## src/rtl/image_stream_reader_pkg.sv

```systemverilog
// image_pkg: shared types for the image stream reader.
//   rgb565_t       - BRAM word layout (r, g, b)
//   pixel_t        - one FIFO entry (gray, on, last, index)
//   state_t        - reader FSM states
//   rgb565_to_gray - 6-bit-weighted gray conversion, max 187, fits in 8 bits
package image_pkg;

  // Index field is wide enough for any supported frame; the reader
  // zero-extends its ADDR_W-bit address into it.
  localparam int unsigned IDX_W = 16;

  typedef struct packed {
    logic [4:0] r;
    logic [5:0] g;
    logic [4:0] b;
  } rgb565_t;

  // "on" holds the binarized pixel.
  typedef struct packed {
    logic [7:0]       gray;
    logic             on;
    logic             last;
    logic [IDX_W-1:0] index;
  } pixel_t;

  typedef enum logic [1:0] {
    IDLE,
    RUN,
    DRAIN,
    DONE
  } state_t;

  function automatic logic [7:0] rgb565_to_gray(input rgb565_t w);
    return {2'b00, w.r, 1'b0} + {2'b00, w.g} + {2'b00, w.b, 1'b0};
  endfunction

endpackage

```

## src/rtl/image_stream_reader_pixel_fifo.sv

```systemverilog
// pixel_fifo: synchronous FIFO with registered storage, no fall-through.
//   clk, reset - clock, synchronous active-high reset (flushes, zeroes storage)
//   push, din  - write request and data; accepted when not full or when
//                a pop happens in the same cycle
//   pop        - read request; ignored when empty
//   dout       - head entry, read straight from storage flops
//   full, empty, count - occupancy
// DEPTH must be a power of two (pointers wrap naturally).
module pixel_fifo #(
  parameter int unsigned DEPTH = 4,
  parameter int unsigned W     = 8
) (
  input  logic                   clk,
  input  logic                   reset,
  input  logic                   push,
  input  logic [W-1:0]           din,
  input  logic                   pop,
  output logic [W-1:0]           dout,
  output logic                   full,
  output logic                   empty,
  output logic [$clog2(DEPTH):0] count
);

  localparam int unsigned AW = $clog2(DEPTH);
  localparam int unsigned CW = AW + 1;

  logic [W-1:0]  mem [DEPTH];
  logic [AW-1:0] rd_ptr;
  logic [AW-1:0] wr_ptr;
  logic          do_push;
  logic          do_pop;

  assign do_pop  = pop && (count != '0);
  assign do_push = push && ((count != CW'(DEPTH)) || do_pop);

  always_ff @(posedge clk) begin
    if (reset) begin
      rd_ptr <= '0;
      wr_ptr <= '0;
      count  <= '0;
      for (int unsigned i = 0; i < DEPTH; i++) begin
        mem[i] <= '0;
      end
    end else begin
      if (do_push) begin
        mem[wr_ptr] <= din;
        wr_ptr      <= wr_ptr + AW'(1);
      end
      if (do_pop) begin
        rd_ptr <= rd_ptr + AW'(1);
      end
      count <= count + CW'(do_push) - CW'(do_pop);
    end
  end

  assign dout  = mem[rd_ptr];
  assign full  = (count == CW'(DEPTH));
  assign empty = (count == '0);

endmodule

```

## src/rtl/image_stream_reader.sv

```systemverilog
// image_stream_reader: streams a captured RGB565 frame out of BRAM as
// gray + binarized pixels over valid/ready, counting "on" pixels.
//   clk, reset         - single clock, synchronous active-high reset
//   start, threshold   - frame request (honoured in IDLE), gray threshold
//   busy, done         - frame in progress / one-cycle completion pulse
//   bram_en/addr/dout  - BRAM read port, data READ_LAT cycles after enable
//   m_valid, m_ready   - output handshake
//   m_gray, m_bit, m_last, m_index - current output pixel
//   on_count           - handshaken on-pixel count for the current frame
// Reads are credit-limited so FIFO entries plus reads in flight never
// exceed FIFO_DEPTH; every issued read therefore has a FIFO slot.
module image_stream_reader
  import image_pkg::*;
#(
  parameter int unsigned ADDR_W     = 10,
  parameter int unsigned N_PIXELS   = 1024,
  parameter int unsigned READ_LAT   = 1,
  parameter int unsigned FIFO_DEPTH = 4
) (
  input  logic              clk,
  input  logic              reset,
  input  logic              start,
  input  logic [7:0]        threshold,
  output logic              busy,
  output logic              done,
  output logic              bram_en,
  output logic [ADDR_W-1:0] bram_addr,
  input  logic [15:0]       bram_dout,
  output logic              m_valid,
  input  logic              m_ready,
  output logic [7:0]        m_gray,
  output logic              m_bit,
  output logic              m_last,
  output logic [ADDR_W-1:0] m_index,
  output logic [ADDR_W:0]   on_count
);

  localparam int unsigned CW = $clog2(FIFO_DEPTH) + 1;
  localparam logic [ADDR_W-1:0] LAST_ADDR = ADDR_W'(N_PIXELS - 1);

  state_t            state;
  logic [7:0]        thr_q;
  logic [ADDR_W-1:0] addr;

  // Read-return pipeline: marks which cycles carry valid BRAM data.
  logic [READ_LAT-1:0] rd_vld;
  logic [ADDR_W-1:0]   rd_idx [READ_LAT];
  logic [CW-1:0]       inflight;

  logic [CW-1:0] fifo_count;
  logic          fifo_full;
  logic          fifo_empty;
  logic          push;
  logic          pop;
  logic [CW:0]   credit_used;
  logic          issue;
  logic          drain_done;
  pixel_t        wr_pix;
  pixel_t        head;
  logic [$bits(pixel_t)-1:0] fifo_dout;
  logic          unused_ok;

  always_comb begin
    credit_used = (CW+1)'(fifo_count) + (CW+1)'(inflight) + (CW+1)'(1);
    issue       = (state == RUN) && (credit_used <= (CW+1)'(FIFO_DEPTH));
  end

  assign bram_en   = issue;
  assign bram_addr = addr;

  assign push = rd_vld[READ_LAT-1];
  assign pop  = !fifo_empty && m_ready;

  // A pop of the last entry in this cycle counts as empty, so done follows
  // the final handshake directly.
  assign drain_done = (inflight == '0) &&
                      ((fifo_count == '0) || ((fifo_count == CW'(1)) && pop));

  always_comb begin
    wr_pix = '0;
    wr_pix.gray = rgb565_to_gray(rgb565_t'(bram_dout));
    wr_pix.on   = (wr_pix.gray >= thr_q);
    wr_pix.last = (rd_idx[READ_LAT-1] == LAST_ADDR);
    wr_pix.index[ADDR_W-1:0] = rd_idx[READ_LAT-1];
  end

  always_ff @(posedge clk) begin
    if (reset) begin
      rd_vld   <= '0;
      inflight <= '0;
      for (int unsigned i = 0; i < READ_LAT; i++) begin
        rd_idx[i] <= '0;
      end
    end else begin
      rd_vld[0] <= issue;
      rd_idx[0] <= addr;
      for (int unsigned i = 1; i < READ_LAT; i++) begin
        rd_vld[i] <= rd_vld[i-1];
        rd_idx[i] <= rd_idx[i-1];
      end
      inflight <= inflight + CW'(issue) - CW'(push);
    end
  end

  always_ff @(posedge clk) begin
    if (reset) begin
      state    <= IDLE;
      busy     <= 1'b0;
      done     <= 1'b0;
      addr     <= '0;
      thr_q    <= '0;
      on_count <= '0;
    end else begin
      done <= 1'b0;
      if (pop && head.on) begin
        on_count <= on_count + (ADDR_W+1)'(1);
      end
      case (state)
        IDLE: begin
          if (start) begin
            state    <= RUN;
            busy     <= 1'b1;
            addr     <= '0;
            thr_q    <= threshold;
            on_count <= '0;
          end
        end
        RUN: begin
          if (issue) begin
            addr <= addr + ADDR_W'(1);
            if (addr == LAST_ADDR) begin
              state <= DRAIN;
            end
          end
        end
        DRAIN: begin
          if (drain_done) begin
            state <= DONE;
            busy  <= 1'b0;
            done  <= 1'b1;
          end
        end
        DONE: state <= IDLE;
        default: state <= IDLE;
      endcase
    end
  end

  pixel_fifo #(
    .DEPTH (FIFO_DEPTH),
    .W     ($bits(pixel_t))
  ) u_fifo (
    .clk   (clk),
    .reset (reset),
    .push  (push),
    .din   (wr_pix),
    .pop   (pop),
    .dout  (fifo_dout),
    .full  (fifo_full),
    .empty (fifo_empty),
    .count (fifo_count)
  );

  assign head     = pixel_t'(fifo_dout);
  assign m_valid  = !fifo_empty;
  assign m_gray   = head.gray;
  assign m_bit    = head.on;
  assign m_last   = head.last;
  assign m_index  = head.index[ADDR_W-1:0];

  assign unused_ok = fifo_full ^ (^head.index);

endmodule

```

## config.mk

```make
export PLATFORM = sky130hd
export DESIGN_NAME = image_stream_reader
export DESIGN_NICKNAME = d
export VERILOG_FILES = /design/src/rtl/image_stream_reader_pkg.sv /design/src/rtl/image_stream_reader_pixel_fifo.sv /design/src/rtl/image_stream_reader.sv
export SDC_FILE = /design/constraint.sdc
export NUM_CORES = 1
export LEC_CHECK = 0
export CORE_MARGIN = 10
export CORE_UTILIZATION = 34
export CTS_CLUSTER_DIAMETER = 30
export CTS_CLUSTER_SIZE = 40
export DETAILED_ROUTE_END_ITERATION = 6
export GPL_TIMING_DRIVEN = 0
export HOLD_SLACK_MARGIN = 0.03
export PLACE_DENSITY_LB_ADDON = 0.25
export SYNTH_ARGS = -nofsm -noshare
export SYNTH_HDL_FRONTEND = slang
export SYNTH_HIERARCHICAL = 1
export SYNTH_SLANG_ARGS = --single-unit
```

## constraint.sdc

```tcl
create_clock -name clk -period 2.9 [get_ports clk]
set_input_delay 0.435 -clock clk [delete_from_list [all_inputs] [get_ports clk]]
set_output_delay 0.435 -clock clk [all_outputs]
set_load 0.005 [all_outputs]
```

### Word level (Yosys, flattened, before mapping)

Memory sizes are Yosys's and may differ from the RTL's. A register that Yosys moved wholly into a read port is not among the register bits.
Cells that the tools add are included.

| cells by class | value |
|---|---|
| bitwise logic cells | 1 |
| mux-type cells | 28 |
| reduce and logical (&&, ||, !) cells | 23 |
| $add $sub $neg | 12 |
| order comparisons | 2 |
| eq/ne operators | 11 |

Operator list:

| kind | count |
|---|---|
| two-way mux 11 bit | 3 |
| two-way mux 10 bit | 3 |
| equality test 10 bit, second input constant | 2 |
| two-way mux 20 bit | 1 |
| case mux 10 bit (2 select lines) | 1 |
| OR reduction 20 bit | 1 |
| two-way mux 2 bit | 7 |
| adder 11 x 1 -> 11 bit, second input constant | 1 |
| two-way mux 1 bit | 11 |
| adder 10 x 1 -> 10 bit, second input constant | 1 |
| OR reduction 10 bit | 1 |
| adder 7 x 6 -> 8 bit | 1 |
| >= comparator 8 bit | 1 |
| case mux 2 bit (4 select lines) | 1 |
| adder 6 x 6 -> 7 bit | 1 |
| logical AND 1 bit | 7 |
| adder 3 x 1 -> 3 bit | 2 |
| zero test 3 bit | 2 |
| != test 2 bit, second input constant | 3 |
| AND reduction 3 bit | 2 |
| subtractor 3 x 1 -> 3 bit | 2 |
| adder 2 x 1 -> 2 bit, second input constant | 2 |
| adder 3 x 3 -> 4 bit | 1 |
| adder 4 x 1 -> 4 bit, second input constant | 1 |
| other kinds (16) | 19 |

| word-level totals | value |
|---|---|
| flip-flop bits (word level) | 44 |
| output and inout bits | 45 |
| input port bits | 28 |
| logic and storage cells | 90 |
| memories kept | 2 |
| RAM bits | 90 |

Memory list:

| name | words | bits a word | read ports | clocked after memory_dff | wr ports | line | RTL |
|---|---|---|---|---|---|---|---|
| u_fifo.mem | 4 | 20 | 1 | 1 | 4 | image_stream_reader_pixel_fifo.sv:27 | `logic [W-1:0] mem [DEPTH];` |
| rd_idx | 1 | 10 | 1 | 0 | 1 | image_stream_reader.sv:47 | `logic [ADDR_W-1:0] rd_idx [READ_LAT];` |

### Longest topological paths before layout

| depth | value |
|---|---|
| depth after elaboration | 11 |
| depth in mapped cells | 12 |
| depth with buffers taken out | 12 |

### Hierarchy

Netlist, hierarchy kept.

By module, submodules not included:

| module | cells an instance | sequential area each (sq um) | times used | area an instance (sq um) |
|---|---|---|---|---|
| pixel_fifo | 298 | 3303.2 | 1 | 4933.5 |
| image_stream_reader | 285 | 940.9 | 1 | 2519.9 |

### Worst setup path after synthesis

Ideal clock, no wire load.

| timing | value |
|---|---|
| path type | register to register |
| start point | reg u_fifo.count[1] |
| end point | mem u_fifo/mem[1][0] in the netlist's numbering (enable) |
| path buffers | 1 |
| arrival | 2.560 ns |
| setup slack | -0.074 ns |
| required time | 2.485 ns |
| clock period less this slack | 2.974 ns |
| setup time | 0.415 ns |
| cell stages (with the launch flop) | 7 |
| cells stage by stage | dfxtp_1 buf_2 nor3_1 nor2b_1 or4b_1 nand3_1 o21bai_1 |

RTL lines:

| element | line | RTL |
|---|---|---|
| from (decl) | image_stream_reader_pixel_fifo.sv:21 | `output logic [$clog2(DEPTH):0] count` |
| from (signal assigned) | image_stream_reader_pixel_fifo.sv:52 | `count <= count + CW'(do_push) - CW'(do_pop);` |
| to (decl) | image_stream_reader_pixel_fifo.sv:27 |  |

==> flow_summary.ini <==
[status]
status = completed

[global_route]
grt_pass1_wl_um = 23100
grtUsageTotal_pct = 12.0
grt_max_degree = 21
gr-total-overflow = 0
grt_pass1_vias = 4447
antenna_found_initial = 0

[clock_network]
path_clk_slew_ns = 0.06
cts_sinks = 136
clk_latency_ns = 0.41
cts_tree = yes
cts_max_level = 4
postCtsHoldBufs = 0
root_buffer = clkbuf_16
ctsLongestPathBuffers = 2
cts_buffers = 17

[floorplanning]
start_util_pct = 34.5
rows = 50
die_y_um = 158
ios = 73
die_area_um2 = 24800
core_area_um2 = 18600
die_x_um = 158

[timing]
finClkSkew_ns = 0.00883
tightest_slew_ns = 1.08
fmax_ghz = 0.357
finalSetupViolations = 0
fin_crit_sh_pct = 96.6
rsz0062_at_grt = no
setup_tns_ns = 0
final-max-slew-violation-count = 0
hold_viol = 0
min_period_ns = 2.80
slew_headroom_pct = 27.9

[detailed_routing]
drt_iter0_markers = 168
drc_errors = 0
antenna_left = 0
avgRoutedWirePerCell_um = 16.5
routed_via_density = 4.89
routed_wl_um = 14400
vias = 4289
first_pass_iters = 4

[layout]
stdcell_count = 877
nets = 689
drive_above_1_share_pct = 16.8
finish.instance_area_um2 = 8310
diodes = 0
area_delta_synth_final_pct = 29.0

[power]
vdd_drop_max_uv = 449
leakage_nw = 3.14
design_power_total_w = 0.00601
powerDensity_nw_per_um2 = 723

[worst_setup_path]
start_kind = input pin
cp_max_fo = 4
arrival_ns = 2.97
required_ns = 3.07
cp-end-kind = flop
path_class = in2reg

[placed_design]
gp_congestion = 0.815
io_buffers = 72
dp_cells = 835
dpl_cell_area_um2 = 7490
dpl.hpwl_um = 10200

[flow_run]
maxCapViolCount = 0

[synthesis]
synth_warnings = 6
syn_avg_cell_area_um2 = 12.2
synthesis.nets = 586
syn_inst = 527
syn_area_um2 = 6440

[hold_path]
min_path_type = reg2reg
## report_power, final
part	internal [W]	total [W]	leakage, nW	switching (W)
Combinational	0.000808	0.00161	1.60	0.000803
Sequential	0.00223	0.00235	1.27	0.000124
Clock	0.00120	0.00205	0.269	0.000847
Total	0.00423	0.00601	3.14	0.00177
## critical path: stages
cell and delay, ns:
clkdlybuf4s50_1 0.43, fa_1 0.47, ha_4 0.18, a21o_1 0.18, a21oi_2 0.21, xnor2_2 0.18, ha_4 0.26, a21oi_2 0.12
nand2_1 0.08, a41oi_2 0.18, o21ai_2 0.11, and2_1 0.14
## state kept, by name, summed over array words and instances (netlist names), 3 cells and up, named ones only
name,cells
thr_q,8
bram_addr,10
u_fifo/count,3
on_count,11
inflight,3
u_fifo/mem,80
rd_idx,10
## cells in the final DEF, fill, tap and decap left out, types with 4 or more instances in the layout
cell type         n
buf_2             6
ha_1             19
nand2_1          34
dlymetal6s2s_1    7
or3_1             5
buf_4            11
clkbuf_16        17
ha_4              4
o21ai_0           6
a21o_1            6
o31ai_1           6
inv_6             7
or4_1             5
xnor2_1           5
a21oi_1          18
edfxtp_1         80
clkbuf_1         13
dfxtp_1          54
nand2b_1          9
fa_1              6
nand4_1           8
and2_1           81
mux4_2           20
a21oi_2           4
xor2_1            9
inv_1            25
nand3_1           9
nor2b_1          19
clkdlybuf4s50_1  65
nor2_1           20
## worst paths after layout
path	slack, ns	end	cells past startpoint	startpoint
setup reg to reg	0.19	u_fifo/count[2]	11	u_fifo/count[1]
hold / removal	0.46	thr_q[6]	2	thr_q[6]
hold reg to reg	0.46	thr_q[6]	2	thr_q[6]
setup / recovery	0.1	u_fifo/mem[1][17]	12	bram_dout[0]
## per-layer routing
layer	up-vias	track usage [%]	part of all wire, %
met1	2107	14.0	43
met4	0	3.92	0.91
met2	79	20.6	51
met5	-	0	0
li1	2096	-	-
met3	7	3.50	4.7
## stage by stage
| step | setup slack (ns) | util (%) | hold slack, ns |
|---|---|---|---|
| floorplan | 0.0217 | - | 0.436 |
| global placement | -1.16 | 40.0 | 0.446 |
| detailed placement | -0.788 | 40.2 | 0.449 |
| CTS | -0.0938 | 43.8 | 0.457 |
| global route | 0.0105 | 44.6 | 0.494 |
| finish | 0.0980 | 44.6 | 0.457 |
## cell type report
| type | count | area, µm² |
|---|---|---|
| Fill cell | 1709 | 10300 |
| Sequential cell | 136 | 3530 |
| Multi-Input combinational cell | 343 | 2870 |
| Timing Repair Buffer | 85 | 851 |
| Clock buffer | 18 | 429 |
| Tap cell | 234 | 293 |
| Clock inverter | 14 | 136 |
| Buffer | 22 | 104 |
| Inverter | 25 | 93.8 |
## what timing repair did
item / in CTS / in global routing
pin swaps: 8 / 16
gates cloned: 0 / 0
resized for setup: 19 / 21
setup buffers: 4 / 7
endpoints found under the setup margin: 35 / 70
(Power assumes the default switching activity.)
